==> src/rtl/bcd_key_entry.sv <==
// ---------------------------------------------------------------------------
// bcd_key_entry
//
// Purpose:
//   Keypad digit entry stage for the doorlock path. It debounces the raw
//   scanner code and accepts exactly one digit per press. The one-hot decode
//   of each accepted digit is registered. Accepted digits are shifted into a
//   DIGITS-deep BCD entry buffer. The block also flags non-BCD codes, buffer
//   overflow, and abandonment of a partial entry after inactivity.
//
// Parameters:
//   DIGITS          entry buffer depth in BCD digits (1..8)
//   DEBOUNCE_CYCLES consecutive stable samples needed for press and release
//   TIMEOUT_CYCLES  idle cycles after the last accept before a partial
//                   entry is discarded (>= 2)
//
// Ports:
//   clk          system clock, rising edge
//   rst_n        synchronous active-low reset
//   key_code     raw BCD code from the scanner
//   key_down     raw level, high while any key is pressed
//   clear        single-cycle request to empty the entry buffer
//   onehot       registered one-hot decode of the last accepted valid digit
//   digit_stb    one-cycle pulse on every accepted press
//   bad_code     one-cycle pulse with digit_stb when the code is 10..15
//   entry        digit buffer; the newest digit is in nibble [3:0]
//   entry_count  number of digits held (0..DIGITS)
//   entry_full   entry_count == DIGITS
//   overflow     one-cycle pulse when a valid digit is dropped because full
//   timeout      one-cycle pulse when the timer discards a partial entry
// ---------------------------------------------------------------------------
module bcd_key_entry #(
    parameter int DIGITS          = 4,
    parameter int DEBOUNCE_CYCLES = 4,
    parameter int TIMEOUT_CYCLES  = 1000
) (
    input  logic                  clk,
    input  logic                  rst_n,
    input  logic [3:0]            key_code,
    input  logic                  key_down,
    input  logic                  clear,
    output logic [9:0]            onehot,
    output logic                  digit_stb,
    output logic                  bad_code,
    output logic [4*DIGITS-1:0]   entry,
    output logic [3:0]            entry_count,
    output logic                  entry_full,
    output logic                  overflow,
    output logic                  timeout
);

    // Debounce counter must hold values up to DEBOUNCE_CYCLES.
    localparam int CW = (DEBOUNCE_CYCLES < 2) ? 1 : $clog2(DEBOUNCE_CYCLES + 1);
    // Timeout counter must hold values up to TIMEOUT_CYCLES-1.
    localparam int TW = (TIMEOUT_CYCLES < 3) ? 1 : $clog2(TIMEOUT_CYCLES);

    localparam logic [CW-1:0] DEB_LAST = CW'(DEBOUNCE_CYCLES);
    localparam logic [CW-1:0] CNT_ONE  = CW'(1);
    localparam logic [TW-1:0] TMR_LAST = TW'(TIMEOUT_CYCLES - 1);
    localparam logic [TW-1:0] TMR_ONE  = TW'(1);
    localparam logic [3:0]    DEPTH    = 4'(DIGITS);

    typedef enum logic [1:0] {
        IDLE    = 2'd0,
        PRESS   = 2'd1,
        HELD    = 2'd2,
        RELEASE = 2'd3
    } state_t;

    state_t                state_reg;
    logic [CW-1:0]         cnt_reg;
    logic [3:0]            code_latch_reg;
    // Set by reset: any key seen afterwards is treated as already held, so
    // a press that straddles reset must be released before a new accept.
    logic                  lock_reg;
    logic [TW-1:0]         tmr_reg;

    logic [9:0]            onehot_reg;
    logic                  digit_stb_reg;
    logic                  bad_code_reg;
    logic [4*DIGITS-1:0]   entry_reg;
    logic [3:0]            count_reg;
    logic                  overflow_reg;
    logic                  timeout_reg;

    // Combinational helpers derived from the current state.
    logic                  press_stable;
    logic                  accept;
    logic                  code_valid;
    logic                  full;
    logic [9:0]            decoded;
    logic [4*DIGITS-1:0]   entry_shifted;

    always_comb begin
        press_stable = key_down && (key_code == code_latch_reg);
        // Accept on the PRESS cycle that follows the DEBOUNCE_CYCLES-th
        // stable sample; the sample on that cycle must still be stable.
        accept       = (state_reg == PRESS) && press_stable && (cnt_reg >= DEB_LAST);
        code_valid   = (code_latch_reg <= 4'd9);
        full         = (count_reg == DEPTH);
    end

    // Ten-line decoder of the latched code; codes 10..15 decode to zero.
    genvar gi;
    generate
        for (gi = 0; gi < 10; gi++) begin : g_dec
            assign decoded[gi] = (code_latch_reg == 4'(gi));
        end
    endgenerate

    // Buffer contents after pushing the latched code into nibble 0.
    generate
        for (gi = 0; gi < DIGITS; gi++) begin : g_shift
            if (gi == 0) begin : g_newest
                assign entry_shifted[3:0] = code_latch_reg;
            end else begin : g_older
                assign entry_shifted[4*gi +: 4] = entry_reg[4*(gi-1) +: 4];
            end
        end
    endgenerate

    always_ff @(posedge clk) begin
        if (!rst_n) begin
            state_reg      <= IDLE;
            cnt_reg        <= '0;
            code_latch_reg <= '0;
            lock_reg       <= 1'b1;
            tmr_reg        <= '0;
            onehot_reg     <= '0;
            digit_stb_reg  <= 1'b0;
            bad_code_reg   <= 1'b0;
            entry_reg      <= '0;
            count_reg      <= '0;
            overflow_reg   <= 1'b0;
            timeout_reg    <= 1'b0;
        end else begin
            // Pulse outputs default low every cycle.
            digit_stb_reg <= accept;
            bad_code_reg  <= accept && !code_valid;
            overflow_reg  <= 1'b0;
            timeout_reg   <= 1'b0;

            // ---------------- debounce FSM ----------------
            case (state_reg)
                IDLE: begin
                    if (lock_reg) begin
                        // First visit after reset: a held key goes straight
                        // to HELD, otherwise the release is debounced.
                        if (key_down) begin
                            state_reg <= HELD;
                        end else begin
                            cnt_reg   <= CNT_ONE;
                            state_reg <= RELEASE;
                        end
                    end else if (key_down) begin
                        code_latch_reg <= key_code;
                        cnt_reg        <= CNT_ONE;
                        state_reg      <= PRESS;
                    end
                end
                PRESS: begin
                    if (!press_stable) begin
                        state_reg <= IDLE;
                    end else if (cnt_reg >= DEB_LAST) begin
                        state_reg <= HELD;
                    end else begin
                        cnt_reg <= cnt_reg + CNT_ONE;
                    end
                end
                HELD: begin
                    // Code changes while held are ignored.
                    if (!key_down) begin
                        cnt_reg   <= CNT_ONE;
                        state_reg <= RELEASE;
                    end
                end
                RELEASE: begin
                    if (key_down) begin
                        state_reg <= HELD;
                    end else if (cnt_reg >= DEB_LAST) begin
                        lock_reg  <= 1'b0;
                        state_reg <= IDLE;
                    end else begin
                        cnt_reg <= cnt_reg + CNT_ONE;
                    end
                end
                default: begin
                    state_reg <= IDLE;
                end
            endcase

            // ---------------- buffer and timer ----------------
            // Priority: clear > accept > timeout > counting.
            if (clear) begin
                entry_reg  <= '0;
                count_reg  <= '0;
                onehot_reg <= '0;
                tmr_reg    <= '0;
            end else if (accept) begin
                tmr_reg <= '0;
                if (code_valid) begin
                    onehot_reg <= decoded;
                    if (full) begin
                        overflow_reg <= 1'b1;
                    end else begin
                        entry_reg <= entry_shifted;
                        count_reg <= count_reg + 4'd1;
                    end
                end else begin
                    onehot_reg <= '0;
                end
            end else if (count_reg == 4'd0) begin
                tmr_reg <= '0;
            end else if (tmr_reg == TMR_LAST) begin
                entry_reg   <= '0;
                count_reg   <= '0;
                onehot_reg  <= '0;
                timeout_reg <= 1'b1;
                tmr_reg     <= '0;
            end else begin
                tmr_reg <= tmr_reg + TMR_ONE;
            end
        end
    end

    assign onehot      = onehot_reg;
    assign digit_stb   = digit_stb_reg;
    assign bad_code    = bad_code_reg;
    assign entry       = entry_reg;
    assign entry_count = count_reg;
    assign entry_full  = (count_reg == DEPTH);
    assign overflow    = overflow_reg;
    assign timeout     = timeout_reg;

endmodule

==> config.mk <==
export PLATFORM = sky130hd
export DESIGN_NAME = bcd_key_entry
export DESIGN_NICKNAME = d
export VERILOG_FILES = /design/src/rtl/bcd_key_entry.sv
export SDC_FILE = /design/constraint.sdc
export NUM_CORES = 1
export LEC_CHECK = 0
export BUFFER_PORTS_ARGS = -buffer_cell sky130_fd_sc_hd__buf_4
export CAP_MARGIN = 10
export CORE_ASPECT_RATIO = 0.75
export CORE_UTILIZATION = 31
export CTS_CLUSTER_SIZE = 20
export DETAILED_ROUTE_END_ITERATION = 6
export GPL_ROUTABILITY_DRIVEN = 0
export PLACE_DENSITY = 0.49
export SETUP_SLACK_MARGIN = 0.15
export SYNTH_ARGS = -nofsm -noshare
export SYNTH_HDL_FRONTEND = slang
export SYNTH_SLANG_ARGS = --single-unit
==> constraint.sdc <==
create_clock -name clk -period 4.9 [get_ports clk]
set_input_delay 0 -clock clk [delete_from_list [all_inputs] [get_ports clk]]
set_output_delay 0 -clock clk [all_outputs]
set_load 0.05 [all_outputs]
==> flow_summary.toml <==
[outcome]
outcome = "completed"

[timing]
rsz0062_at_grt = "false"
finalCritPeriodShare = 0.4283
max_freq_mhz = 476.5
relSlewSlack = 0.5451
tns_ns = 0
max_slew.worst_pin.slew_ns = 0.6768
hold_violations = 0
setup_viol = 0
maxSlewViolCount = 0
clock_skew_ns = 0.01132
final.min_clock_period_ns = 2.099

[grt]
antenna_found_initial = 0
globalRoute.totalOverflow = 0
grt_pass1_wl_um = 7472
first_global_vias = 1501
grt_max_degree = 20
grt_use_total = 0.1287

[worst_setup_path]
cp_max_fo = 17
cp-start-kind = "register"
worst_ep_arrival_time_ns = 2.35
path_class = "register to register"
cp.required_ns = 5.16
end_kind = "register"

[route]
route.detailed.drc = 0
wl_per_cell_um = 12.84
vias_per_cell = 4.690
wl_um = 4724
drt-initial-drc-count = 69
wl_met3_um = 226
m1WireLength_um = 2770
dr_wl_met2_um = 1678
dr.pass1.iters = 4
ant_nets = 0
vias = 1726
highest_layer = "met4"

[clock_tree]
cts.clk_slew.worst_paths_ns = 0.10
numClockSinks = 54
clkLatencyLatePin_ns = 0.31
postCtsSetupRepairBufs = 0
clockBufferDepth = 2
cts_resized = 0
cts_root_buffer = "clkbuf_8"
tritoncts = "yes"
numCtsBuffers = 5
htreeDepth = 2
postCtsHoldBufs = 5

[synth]
yosys.area.top_type = "dfxtp_1"
ys_seq_elements = 54
synth.area.top_cells = "dfxtp_1 (48%), a22o_1 (8.6%), nor2_1 (3.4%)"
synthFlopType = "dfxtp_1"
async_reset_ff_frac = 0
yosysTopAreaCellShare = 0.4848
syn-instance-count = 222
synth_nets = 235
synth-edff-count = 0
synth_warnings = 0
netlist_area_um2 = 2230
synth_cell_type_count = 40
syn_area_per_cell_um2 = 10.04
seq_area_frac_synth = 0.4848

[power]
p_sw_frac = 0.2398
power.internal_uw = 562.4
p_leak_nw = 1.070
combPwrFrac = 0.045
power_switching_uw = 177.4
p_total_uw = 739.8
seqPwrFrac = 0.602
peakVddDrop_mv = 0.1068
clkPwrFrac = 0.353
power.density_nw_per_um2 = 267.8

[die]
start_util = 0.3233
die_y_um = 75.45
die_w_um = 99.93
io_pins = 43
fp.coreArea_um2 = 6897
num_rows = 26
dieArea_um2 = 7539

[placed_design]
port_buffers = 42
hpwl_um = 3490
placed_area_um2 = 2618

[job]
cap_violations = 0

[cells_and_area]
drive_gt1_frac = 0.2222
final_cell_area_um2 = 2763
n_antenna_cell = 0
final_nets = 282
largest_register_ff_count = 16
area_delta_synth_final_pct = 23.91

[hold_path]
hold_path.class = "input port to register"
## cells by family (layout without fill, tap and decap cells)
| kind of cell | count (synthesis) | after routing | share of synthesized area |
|---|---|---|---|
| compound gates | 44 | 44 | 0.1695 |
| fa+ha+maj | 5 | 5 | 0.02806 |
| simple gates | 87 | 87 | 0.2200 |
| xor+xnor | 11 | 11 | 0.04321 |
| mux | 3 | 3 | 0.01347 |
| buf+inv | 18 | 66 | 0.04096 |
| flops | 54 | 54 | 0.4848 |
## Yosys cell counts, types with 3 or more instances
master    count
and2_1        3
nor2_1       20
dfxtp_1      54
xor2_1        4
and3_1        4
inv_1        11
a32o_1        7
nor2b_1       9
nand2_1      13
mux2i_1       3
ha_1          5
a22o_1       22
nor2_2        3
nand4_1       3
a21oi_1       4
nand3_1       7
nand2b_1      3
o221ai_1      4
nor3_1        8
xnor2_1       7
## final cells by class
class,count,area [µm²]
fill,736,4134
sequential,54,1081
multi-input combinational,150,1057
timing repair buffer,47,365.4
tap,98,122.6
clock buffer,5,68.82
inverter,11,41.29
clock inverter,3,26.28
## power by group through the flow
| stage | clock [mW] | sequential [mW] | combinational (mW) |
|---|---|---|---|
| 5_1_grt | 0.289 | 0.447 | 0.0379 |
| 3_5_place_dp | 0 | 0.456 | 0.0306 |
| 2_1_floorplan | 0 | 0.454 | 0.0228 |
| 3_3_place_gp | 0 | 0.456 | 0.0308 |
| 4_1_cts | 0.275 | 0.446 | 0.0336 |
| 6_report | 0.261 | 0.446 | 0.0334 |
## worst max-delay path, stage by stage, from the launching register on
cell and delay [ns]:
dfxtp_1 0.44, inv_1 0.07, ha_1 0.20, and3b_1 0.22, nor2_2 0.20, nand3_2 0.15
nor2_2 0.56, a22o_1 0.22
## layer usage
| metal | vias up | GRT usage |
|---|---|---|
| met5 | - | 0 |
| met3 | 5 | 0.03394 |
| li1 | 887 | - |
| met2 | 44 | 0.1648 |
| met1 | 790 | 0.2057 |
| met4 | 0 | 0.02941 |
## stage by stage
step                        util  instances  hold slack [ns]  worst slack [ns]
after floorplan                -        222           0.1575             2.570
after global placement    0.3795        355           0.2645             2.841
after detailed placement  0.3795        355           0.2689             2.822
after CTS                 0.4006        368          0.07998             2.803
after global routing      0.4006        368           0.1274             2.575
final                     0.4006        368          0.09549             2.801
## path summary, 6_finish.rpt
kind                            cells past startpoint  slack (ns)             end           start
worst min register to register                      1        0.49      tmr_reg[0]      tmr_reg[0]
worst max register to register                      7        2.80  entry_count[1]  entry_count[0]
worst min-delay path                                5         0.1        lock_reg        key_down
worst max-delay path                                7        2.80  entry_count[1]  entry_count[0]
## cells in the final DEF (no fill, tap or decap), types with 3 or more instances in the layout
cell type,instances
inv_1,11
ha_1,5
mux2i_1,3
and2_1,3
nand3_1,7
a22o_1,22
nor2b_1,9
dfxtp_1,54
buf_4,42
dlygate4sd3_1,5
nand4_1,3
xor2_1,4
nor2_2,3
a21oi_1,4
o221ai_1,4
nand2_1,13
clkbuf_8,5
a32o_1,7
xnor2_1,7
nand2b_1,3
nor2_1,20
nor3_1,8
and3_1,4
No activity file was read; power rests on OpenSTA's default activity.
